File: config.mk
export PLATFORM = sky130hd
export DESIGN_NAME = if_fetch_queue_flat
export DESIGN_NICKNAME = d
export VERILOG_FILES = /design/src/rtl/if_fetch_queue_if.sv /design/src/rtl/if_fetch_queue.sv /design/src/flat_wrapper.sv
export SDC_FILE = /design/constraint.sdc
export NUM_CORES = 1
export LEC_CHECK = 0
export CORE_AREA = 8 8 272 300
export CTS_BUF_LIST = sky130_fd_sc_hd__clkbuf_8
export CTS_CLUSTER_DIAMETER = 150
export CTS_CLUSTER_SIZE = 40
export DETAILED_ROUTE_END_ITERATION = 8
export DIE_AREA = 0 0 280 308
export MAX_ROUTING_LAYER = met4
export PLACE_DENSITY_LB_ADDON = 0.05
export REMOVE_ABC_BUFFERS = 1
export SLEW_MARGIN = 40
export SYNTH_ARGS = -nofsm -noshare
export SYNTH_HDL_FRONTEND = slang
export SYNTH_SLANG_ARGS = --single-unit
File: constraint.sdc
create_clock -name clk -period 2.29 [get_ports clk]
set_clock_uncertainty 0.1 [all_clocks]
set_input_delay 0.458 -clock clk [delete_from_list [all_inputs] [get_ports clk]]
set_output_delay 0.458 -clock clk [all_outputs]
set_load 0.02 [all_outputs]
File: src/rtl/if_fetch_queue_if.sv
// Fetch-queue handshake bundle: redirect from EX, imem request/response,
// and the {PC, NPC, IR} delivery channel towards decode.
interface if_fetch_queue_if #(
  parameter int XLEN = 32,
  parameter int CW   = 3
);
  logic            ex_take_branch_out;
  logic [XLEN-1:0] ex_target_PC_out;
  logic            imem_ready;
  logic [XLEN-1:0] Imem2proc_data;
  logic            id_ready;
  logic [XLEN-1:0] proc2Imem_addr;
  logic            proc2Imem_req;
  logic [XLEN-1:0] if_PC_out;
  logic [XLEN-1:0] if_NPC_out;
  logic [XLEN-1:0] if_IR_out;
  logic            if_valid_inst_out;
  logic [CW-1:0]   if_count;

  modport master (
    input  ex_take_branch_out,
    input  ex_target_PC_out,
    input  imem_ready,
    input  Imem2proc_data,
    input  id_ready,
    output proc2Imem_addr,
    output proc2Imem_req,
    output if_PC_out,
    output if_NPC_out,
    output if_IR_out,
    output if_valid_inst_out,
    output if_count
  );

  modport slave (
    output ex_take_branch_out,
    output ex_target_PC_out,
    output imem_ready,
    output Imem2proc_data,
    output id_ready,
    input  proc2Imem_addr,
    input  proc2Imem_req,
    input  if_PC_out,
    input  if_NPC_out,
    input  if_IR_out,
    input  if_valid_inst_out,
    input  if_count
  );
endinterface

File: src/rtl/if_fetch_queue.sv
// Instruction-fetch stage: PC register plus a circular fetch queue
// decoupling imem from decode, flushed by taken branches from EX.
module if_fetch_queue #(
  parameter int              XLEN     = 32,
  parameter int              DEPTH    = 4,
  parameter logic [XLEN-1:0] RESET_PC = '0,
  parameter logic [XLEN-1:0] PC_STEP  = 4
) (
  input logic clk,
  input logic rst_n,
  if_fetch_queue_if.master bus
);
  localparam int AW = $clog2(DEPTH);
  localparam int CW = AW + 1;

  typedef struct packed {
    logic [XLEN-1:0] pc;
    logic [XLEN-1:0] npc;
    logic [XLEN-1:0] ir;
  } fq_entry_t;

  fq_entry_t       q [DEPTH];
  logic [AW-1:0]   head;
  logic [AW-1:0]   tail;
  logic [CW-1:0]   count;
  logic [XLEN-1:0] pc_reg;
  logic [XLEN-1:0] pc_next;
  logic            redirect;
  logic            full;
  logic            valid;
  logic            deq;
  logic            req;
  logic            fetch;

  assign redirect = bus.ex_take_branch_out;
  assign full     = (count == CW'(DEPTH));
  assign valid    = (count != '0) & ~redirect;
  assign deq      = valid & bus.id_ready;
  // rst_n gates req so nothing is requested while held in reset
  assign req      = rst_n & ~redirect & (~full | deq);
  assign fetch    = req & bus.imem_ready;
  assign pc_next  = pc_reg + PC_STEP;

  assign bus.proc2Imem_addr    = {pc_reg[XLEN-1:2], 2'b00};
  assign bus.proc2Imem_req     = req;
  assign bus.if_PC_out         = q[head].pc;
  assign bus.if_NPC_out        = q[head].npc;
  assign bus.if_IR_out         = q[head].ir;
  assign bus.if_valid_inst_out = valid;
  assign bus.if_count          = count;

  always_ff @(posedge clk or negedge rst_n) begin
    if (!rst_n) begin
      pc_reg <= RESET_PC;
      head   <= '0;
      tail   <= '0;
      count  <= '0;
      for (int i = 0; i < DEPTH; i++) begin
        q[i] <= '0;
      end
    end else if (redirect) begin
      pc_reg <= bus.ex_target_PC_out & ~XLEN'(3);
      head   <= '0;
      tail   <= '0;
      count  <= '0;
    end else begin
      if (fetch) begin
        q[tail] <= '{pc: pc_reg, npc: pc_next,
                     ir: bus.Imem2proc_data};
        tail    <= tail + 1'b1;
        pc_reg  <= pc_next;
      end
      if (deq) begin
        head <= head + 1'b1;
      end
      unique case (1'b1)
        fetch & ~deq: count <= count + 1'b1;
        deq & ~fetch: count <= count - 1'b1;
        default:      count <= count;
      endcase
    end
  end
endmodule

File: src/flat_wrapper.sv
// flat-port wrapper written by rule: the top's interface ports become plain ports
module if_fetch_queue_flat 
#(
  parameter int              XLEN     = 32,
  parameter int              DEPTH    = 4,
  parameter logic [XLEN-1:0] RESET_PC = '0,
  parameter logic [XLEN-1:0] PC_STEP  = 4
)
  (clk, rst_n, bus_ex_take_branch_out, bus_ex_target_PC_out, bus_imem_ready, bus_Imem2proc_data, bus_id_ready, bus_proc2Imem_addr, bus_proc2Imem_req, bus_if_PC_out, bus_if_NPC_out, bus_if_IR_out, bus_if_valid_inst_out, bus_if_count);
  if_fetch_queue_if #(.XLEN(XLEN), .CW(3)) bus_i ();
  input logic clk;
  input logic rst_n;
  input wire logic [$bits(bus_i.ex_take_branch_out)-1:0] bus_ex_take_branch_out;
  input wire logic [$bits(bus_i.ex_target_PC_out)-1:0] bus_ex_target_PC_out;
  input wire logic [$bits(bus_i.imem_ready)-1:0] bus_imem_ready;
  input wire logic [$bits(bus_i.Imem2proc_data)-1:0] bus_Imem2proc_data;
  input wire logic [$bits(bus_i.id_ready)-1:0] bus_id_ready;
  output wire logic [$bits(bus_i.proc2Imem_addr)-1:0] bus_proc2Imem_addr;
  output wire logic [$bits(bus_i.proc2Imem_req)-1:0] bus_proc2Imem_req;
  output wire logic [$bits(bus_i.if_PC_out)-1:0] bus_if_PC_out;
  output wire logic [$bits(bus_i.if_NPC_out)-1:0] bus_if_NPC_out;
  output wire logic [$bits(bus_i.if_IR_out)-1:0] bus_if_IR_out;
  output wire logic [$bits(bus_i.if_valid_inst_out)-1:0] bus_if_valid_inst_out;
  output wire logic [$bits(bus_i.if_count)-1:0] bus_if_count;
  assign bus_i.ex_take_branch_out = bus_ex_take_branch_out;
  assign bus_i.ex_target_PC_out = bus_ex_target_PC_out;
  assign bus_i.imem_ready = bus_imem_ready;
  assign bus_i.Imem2proc_data = bus_Imem2proc_data;
  assign bus_i.id_ready = bus_id_ready;
  assign bus_proc2Imem_addr = bus_i.proc2Imem_addr;
  assign bus_proc2Imem_req = bus_i.proc2Imem_req;
  assign bus_if_PC_out = bus_i.if_PC_out;
  assign bus_if_NPC_out = bus_i.if_NPC_out;
  assign bus_if_IR_out = bus_i.if_IR_out;
  assign bus_if_valid_inst_out = bus_i.if_valid_inst_out;
  assign bus_if_count = bus_i.if_count;
  if_fetch_queue #(.XLEN(XLEN), .DEPTH(DEPTH), .RESET_PC(RESET_PC), .PC_STEP(PC_STEP)) u_core (.clk(clk), .rst_n(rst_n), .bus(bus_i));
endmodule
== Yosys cells after proc, flatten, opt, wreduce, memory -nomap -nowiden ==
Cells that the tools add are included.
W data, S select, Z words.

* Add/sub/neg operators: 5
* Order comparisons: 3
* Equal/unequal tests: 1
* Muxes and demuxes: 14
* Bitwise gates (word level): 14
* Reductions and logical operators: 6

{| class="wikitable"
|+ Operator list
! cell !! number
|-
| $bwmux W384 || 1
|-
| $mux W96 || 3
|-
| $bmux W96 S2 || 1
|-
| $demux W96 S2 || 1
|-
| $mux W32 || 2
|-
| $add A32 B3 Y32 const B || 1
|-
| $mux W2 || 4
|-
| $and A1 B1 Y1 || 7
|-
| $ge A3 B3 Y1 const B || 2
|-
| $not A2 Y3 || 2
|-
| $pmux W3 S2 || 1
|-
| $reduce_bool A3 Y1 || 2
|-
| $add A2 B1 Y2 const B || 2
|-
| $not A1 Y1 || 4
|-
| $reduce_bool A2 Y1 || 2
|-
| $add A3 B1 Y3 const B || 1
|-
| $eq A3 B3 Y1 const B || 1
|-
| $lt A3 B1 Y1 const B || 1
|-
| $mux W3 || 1
|-
| $sub A3 B1 Y3 const B || 1
|-
| $reduce_and A2 Y1 || 1
|-
| $logic_and A1 B1 Y1 || 1
|-
| $or A1 B1 Y1 || 1
|}

* Register bits: 423
* Input port bits: 69
* Output and inout bits: 133
* Logic and storage cells: 59

== Depth between registers and ports, before layout ==
* Word-level depth: 10
* Gate-level depth with buffers: 9
* Mapped depth without buffers: 7

== Least setup slack after synthesis ==
OpenSTA, ideal clock, no wires.

* Path kind: input port to flip-flop
* Start: in bus_ex_take_branch_out
* End: reg u_core.count[2], in the netlist u_core.bus.if_count[2]
* Setup time: 136 ps
* Data arrival time: 2223 ps
* Required time: 2054 ps
* Setup slack: -169 ps
* Stages on the path: 8
* Path buffers: 3
* Cells stage by stage: clkbuf_1 -> clkbuf_1 -> clkbuf_1 -> nor3_1 -> fa_1 -> mux2_2 -> a32oi_1 -> a21oi_1

* Longest elaborated chain between the ends: 10
* Elaborated cells between the ends (all ways): 14
* Classes of those cells: mux (2); bitwise (11); reduce/logical (1)

{| class="wikitable"
|+ RTL lines
! what !! RTL line !! source
|-
| start: declaration || flat_wrapper.sv:13 || <nowiki>input wire logic [$bits(bus_i.ex_take_branch_out)-1:0] bus_ex_take_branch_out;</nowiki>
|-
| $not A1 Y1 (no line) || -- ||
|-
| $and A1 B1 Y1 || if_fetch_queue.sv:37 || <nowiki>assign valid = (count != '0) & ~redirect;</nowiki>
|-
| $and A1 B1 Y1 || if_fetch_queue.sv:38 || <nowiki>assign deq = valid & bus.id_ready;</nowiki>
|-
| $or A1 B1 Y1 || if_fetch_queue.sv:40 || <nowiki>assign req = rst_n & ~redirect & (~full | deq);</nowiki>
|-
| $and A1 B1 Y1 || if_fetch_queue.sv:40 ||
|-
| $and A1 B1 Y1 || if_fetch_queue.sv:41 || <nowiki>assign fetch = req & bus.imem_ready;</nowiki>
|-
| $not A1 Y1 || if_fetch_queue.sv:78 || <nowiki>deq & ~fetch: count <= count - 1'b1;</nowiki>
|-
| $and A1 B1 Y1 || if_fetch_queue.sv:78 ||
|-
| $pmux W3 S2 || if_fetch_queue.sv:76 || <nowiki>unique case (1'b1)</nowiki>
|-
| $mux W3 || if_fetch_queue.sv:61 || <nowiki>end else if (redirect) begin</nowiki>
|-
| end signal: assignment || if_fetch_queue.sv:77 || <nowiki>fetch & ~deq: count <= count + 1'b1;</nowiki>
|-
| end signal: assignment || if_fetch_queue.sv:78 ||
|-
| end signal: assignment || if_fetch_queue.sv:79 || <nowiki>default: count <= count;</nowiki>
|-
| end: declaration || if_fetch_queue.sv:25 || <nowiki>logic [CW-1:0] count;</nowiki>
|}

Several ways; a longest one is shown, not always the timed one.
A chain may end at the register's enable or synchronous reset.

== Worst setup path after layout ==
* Start: reg u_core.head[0]
* End: out bus_if_NPC_out[21]

* Longest elaborated chain between the ends: 4

{| class="wikitable"
|+ RTL lines
! what !! RTL line !! source
|-
| start: declaration || if_fetch_queue.sv:23 || <nowiki>logic [AW-1:0] head;</nowiki>
|-
| start signal: assignment || if_fetch_queue.sv:74 || <nowiki>head <= head + 1'b1;</nowiki>
|-
| $not A2 Y3 (not written as such) || if_fetch_queue.sv:47 || <nowiki>assign bus.if_NPC_out = q[head].npc;</nowiki>
|-
| $bmux W96 S2 || if_fetch_queue.sv:47 ||
|-
| $mux W96 (2 in series) || -- ||
|-
| end: declaration || flat_wrapper.sv:21 || <nowiki>output wire logic [$bits(bus_i.if_NPC_out)-1:0] bus_if_NPC_out;</nowiki>
|}

No other way between the ends. The select of a mux whose other input is x is not followed.

==> flow_summary.yaml <==
synth:
  ys_warn_count: 0
  synth_top_area_frac: 0.5364
  synthFlopType: "sky130_fd_sc_hd__dfrtp_1"
  synth.area.top_cells: "sky130_fd_sc_hd__dfrtp_1, sky130_fd_sc_hd__nand2_1, sky130_fd_sc_hd__mux4_2, sky130_fd_sc_hd__mux2_2, sky130_fd_sc_hd__a31oi_1"
  async_reset_ff_frac: 1.000
  synth_seq_area_share: 0.5364
  yosys.cell_types.count: 62
  yosysTopAreaCell: "sky130_fd_sc_hd__dfrtp_1"
  post_synth.cell_area_avg_um2: 10.09
  syn-cell-area_um2: 18890
  netlist_instances: 1872
  ys_ff_latch: 405
  synth_enable_flop_cells: 0
clocking:
  cts_inserted_buffers: 14
  cts.root.buffer_cell: "sky130_fd_sc_hd__clkbuf_8"
  clockBufferDepth: 3
  tritoncts: "yes"
  cts.sinks: 405
  htree_num_levels: 1
  clock_insertion_delay_worst_skew_ns: 0.70
  worst_setup_hold_path_clk_slew_ns: 0.29
sta:
  rsz0062_at_grt: "true"
  worst_hold_check_slack_ns: 0.1388
  final.min_clock_period_ns: 2.940
  setup_viol: 94
  finalHoldViolations: 0
  totalNegativeSetupSlack_ns: -51.58
  timing.max_slew.rel_slack: 0.6539
  fmaxAchievable_ghz: 0.3401
  transition_at_the_pin_with_the_smallest_max_transition_slack_ns: 0.5191
  min_period_over_period: 1.284
  drv_slew: 0
  setup_slack_ns: -0.6500
grt:
  grt_first_pass_wirelength_um: 105400
  grt_max_degree: 138
  antenna_found_initial: 7
  first_global_vias: 15620
  gr-total-overflow: 0
  gr-usage-all-layers: 0.1643
layout:
  area_added_between_synthesis_and_finish_pct: 31.30
  final_util: 0.3234
  filler_cell_count: 7855
  regArea_um2: 10150
  finish.net_count: 2265
  drive_above_1_share: 0.2582
  finalInstanceArea_um2: 24810
  multi_input_comb_area_um2: 8159
  largest_register_ff_count: 368
power_and_ir_drop:
  leakage_power_figure_nw: 11.62
  power_frac_comb: 0.324
  clock_power_share: 0.168
  vdd.ir_drop.worst_uv: 443.4
  power_switching_share: 0.3366
  seq_power_share: 0.508
  switchingPower_mw: 6.047
  power_per_cell_area_nw_per_um2: 724.2
  internal_power_mw: 11.92
route:
  num_vias: 14860
  vias_per_cell: 4.597
  postRouteWirelength_um: 70490
  wl_per_cell_um: 21.81
  dr_wl_met3_um: 2815
  met2_length_um: 33420
  dr.max_layer_used: "met4"
  sum_of_routed_wire_segments_on_met1_um: 33150
  post-route-drc-count: 0
  detailedRoute.firstPassIterationCount: 6
  route.antenna.remaining_nets: 0
  drt_iter0_drc: 1043
placed_design:
  placed_cell_area_um2: 23720
  place.port_buffers: 193
  dp_hpwl_um: 47510
  post_placement_worst_setup_slack_ns: -0.3923
  routabilityCongestion: 0.7440
die:
  floorplan.rows: 107
  die-area_um2: 86240
  die_h_um: 308
  die_x_um: 280
  floorplan.initialDensity: 0.2463
  io-pin-count: 202
  core_um2: 76710
worst_setup_path:
  worst-endpoint-arrival_ns: 2.38
  path_class: "reg2out"
  crit-reg2reg-capture: "u_core.q[61]"
  crit_path_max_fanout: 6
  worst_setup_path_start_kind: "flip-flop"
  cp.required_ns: 1.73
  rr_worst_depth: 6
  cp-end-kind: "output port"
  timing.reg2reg.setup_slack_ns: 0.01
  rr_startpoint: "u_core.pc_reg[9]"
outcome:
  status: "finished with violations"
  failed_checks: "setup timing"
worst_hold_path:
  cell_depth_of_the_worst_hold_path: 4
  worst_hold_end: "u_core.pc_reg[26]"
  timing.hold.worst.class: "in2reg"
  holdCritStartpoint: "bus_ex_take_branch_out"
job:
  maxCapViolCount: 0
## critical path: stages (launching register included)
cell	delay (ns)
sky130_fd_sc_hd__dfrtp_4	0.54
sky130_fd_sc_hd__buf_12	0.17
sky130_fd_sc_hd__buf_12	0.15
sky130_fd_sc_hd__buf_12	0.10
sky130_fd_sc_hd__mux4_2	0.54
sky130_fd_sc_hd__buf_6	0.16
## cells in the final DEF (no fill, tap or decap), types with 5 or more instances in the layout
master / instances
sky130_fd_sc_hd__nor3_1: 8
sky130_fd_sc_hd__diode_2: 5
sky130_fd_sc_hd__dfrtp_2: 5
sky130_fd_sc_hd__o21ai_1: 5
sky130_fd_sc_hd__dfrtp_1: 398
sky130_fd_sc_hd__o311ai_0: 12
sky130_fd_sc_hd__or4_1: 18
sky130_fd_sc_hd__nor2_1: 67
sky130_fd_sc_hd__buf_4: 152
sky130_fd_sc_hd__or3_1: 8
sky130_fd_sc_hd__inv_1: 9
sky130_fd_sc_hd__buf_2: 27
sky130_fd_sc_hd__o211ai_1: 12
sky130_fd_sc_hd__and3_4: 6
sky130_fd_sc_hd__xnor2_1: 5
sky130_fd_sc_hd__clkdlybuf4s15_2: 13
sky130_fd_sc_hd__buf_12: 69
sky130_fd_sc_hd__dlygate4sd2_1: 10
sky130_fd_sc_hd__or3_4: 6
sky130_fd_sc_hd__buf_6: 94
sky130_fd_sc_hd__conb_1: 6
sky130_fd_sc_hd__nand3_1: 30
sky130_fd_sc_hd__mux2_2: 38
sky130_fd_sc_hd__clkdlybuf4s50_1: 64
sky130_fd_sc_hd__a221o_1: 7
sky130_fd_sc_hd__ha_1: 5
sky130_fd_sc_hd__nor4_1: 5
sky130_fd_sc_hd__or4_4: 5
sky130_fd_sc_hd__clkbuf_8: 15
sky130_fd_sc_hd__o21ai_0: 42
sky130_fd_sc_hd__buf_8: 8
sky130_fd_sc_hd__xor2_1: 10
sky130_fd_sc_hd__mux4_2: 92
sky130_fd_sc_hd__nand4_1: 10
sky130_fd_sc_hd__a22oi_1: 7
sky130_fd_sc_hd__a31oi_1: 57
sky130_fd_sc_hd__and3_1: 8
sky130_fd_sc_hd__nand2_1: 779
## through the flow
step                total power, mW  instances
CTS                           18.19       3209
global placement              14.83       3154
floorplan                     12.07       1724
global route                  19.12       3232
detailed placement            14.91       3154
finish                        17.97       3232
## power by group through the flow
stage                     Combinational [mW]  Clock (mW)  Sequential [mW]
after floorplan                         2.80           0             9.27
after global placement                  5.60           0             9.23
after detailed placement                5.63           0             9.27
after CTS                               5.80        3.27             9.12
after global routing                    6.38        3.45             9.30
final                                   5.83        3.02             9.12
## how the worst max path moves through the flow
stage                     cells past startpoint  slack, ns                  to           start
after floorplan                               1      -2.63    bus_if_IR_out[0]  u_core.head[0]
after global placement                        4      -0.38   bus_proc2Imem_req    bus_id_ready
after detailed placement                      7      -0.39        u_core.q[56]  bus_imem_ready
after CTS                                     6      -0.81    bus_if_IR_out[0]  u_core.head[0]
after global routing                          5      -0.77   bus_if_IR_out[21]  u_core.head[0]
final                                         5      -0.65  bus_if_NPC_out[21]  u_core.head[0]
## logic make-up (layout without fill, tap and decap cells)
kind of cell | Yosys count | in the layout | synth area share
and+or+nand+nor | 980 | 982 | 0.2145
xor gates and xnor gates | 15 | 15 | 0.006953
adders and majority gates | 6 | 6 | 0.004371
other | 1 | 11 | 0.0001985
DFF | 405 | 405 | 0.5364
muxes | 135 | 135 | 0.1352
AOI/OAI and AO/OA | 169 | 169 | 0.05947
buffers and inverters | 161 | 474 | 0.04291
## cell type report
type / instances / area share
clock inverters: 3 / 0.001664
inverters: 8 / 0.001211
flip-flops and latches: 405 / 0.4091
well taps: 1035 / 0.05220
clock buffers: 15 / 0.008322
multi-input cells: 1313 / 0.3289
repair buffers: 448 / 0.1981
diodes: 5 / 0.0005044
## routing by layer
metal | GRT usage | vias to the layer above
li1 | - | 6974
met1 | 0.2200 | 7567
met2 | 0.2651 | 267
met3 | 0.02540 | 51
met4 | 0.03041 | 0
met5 | - | -
## synth_stat cells, types with 3 or more instances
master                     instances
sky130_fd_sc_hd__a21o_1            4
sky130_fd_sc_hd__a21oi_1           5
sky130_fd_sc_hd__a221o_1           7
sky130_fd_sc_hd__a22o_1            4
sky130_fd_sc_hd__a22oi_1           7
sky130_fd_sc_hd__a31oi_1          58
sky130_fd_sc_hd__and2_1            5
sky130_fd_sc_hd__and3_1           13
sky130_fd_sc_hd__buf_1            10
sky130_fd_sc_hd__buf_2            70
sky130_fd_sc_hd__buf_4            13
sky130_fd_sc_hd__buf_6             9
sky130_fd_sc_hd__clkbuf_1         49
sky130_fd_sc_hd__dfrtp_1         405
sky130_fd_sc_hd__ha_1              5
sky130_fd_sc_hd__inv_1             8
sky130_fd_sc_hd__mux2_1            3
sky130_fd_sc_hd__mux2_2           38
sky130_fd_sc_hd__mux4_2           92
sky130_fd_sc_hd__nand2_1         780
sky130_fd_sc_hd__nand3_1          36
sky130_fd_sc_hd__nand4_1          10
sky130_fd_sc_hd__nor2_1           67
sky130_fd_sc_hd__nor3_1           11
sky130_fd_sc_hd__nor4_1            6
sky130_fd_sc_hd__o211ai_1         12
sky130_fd_sc_hd__o21ai_0          47
sky130_fd_sc_hd__o311ai_0         12
sky130_fd_sc_hd__or3_1            13
sky130_fd_sc_hd__or4_1            20
sky130_fd_sc_hd__or4_4             3
sky130_fd_sc_hd__xnor2_1           5
sky130_fd_sc_hd__xor2_1           10
## what timing repair did
action | CTS | global route
resized for setup | 550 | 98
buffers inserted | 34 | 17
endpoints found under the setup margin | 129 | 163
hold buffers | 1 | 0
cloned | 3 | 4
pin swaps | 1 | 19
hold endpoints to repair | 140 | 0
(Power assumes the default switching activity.)
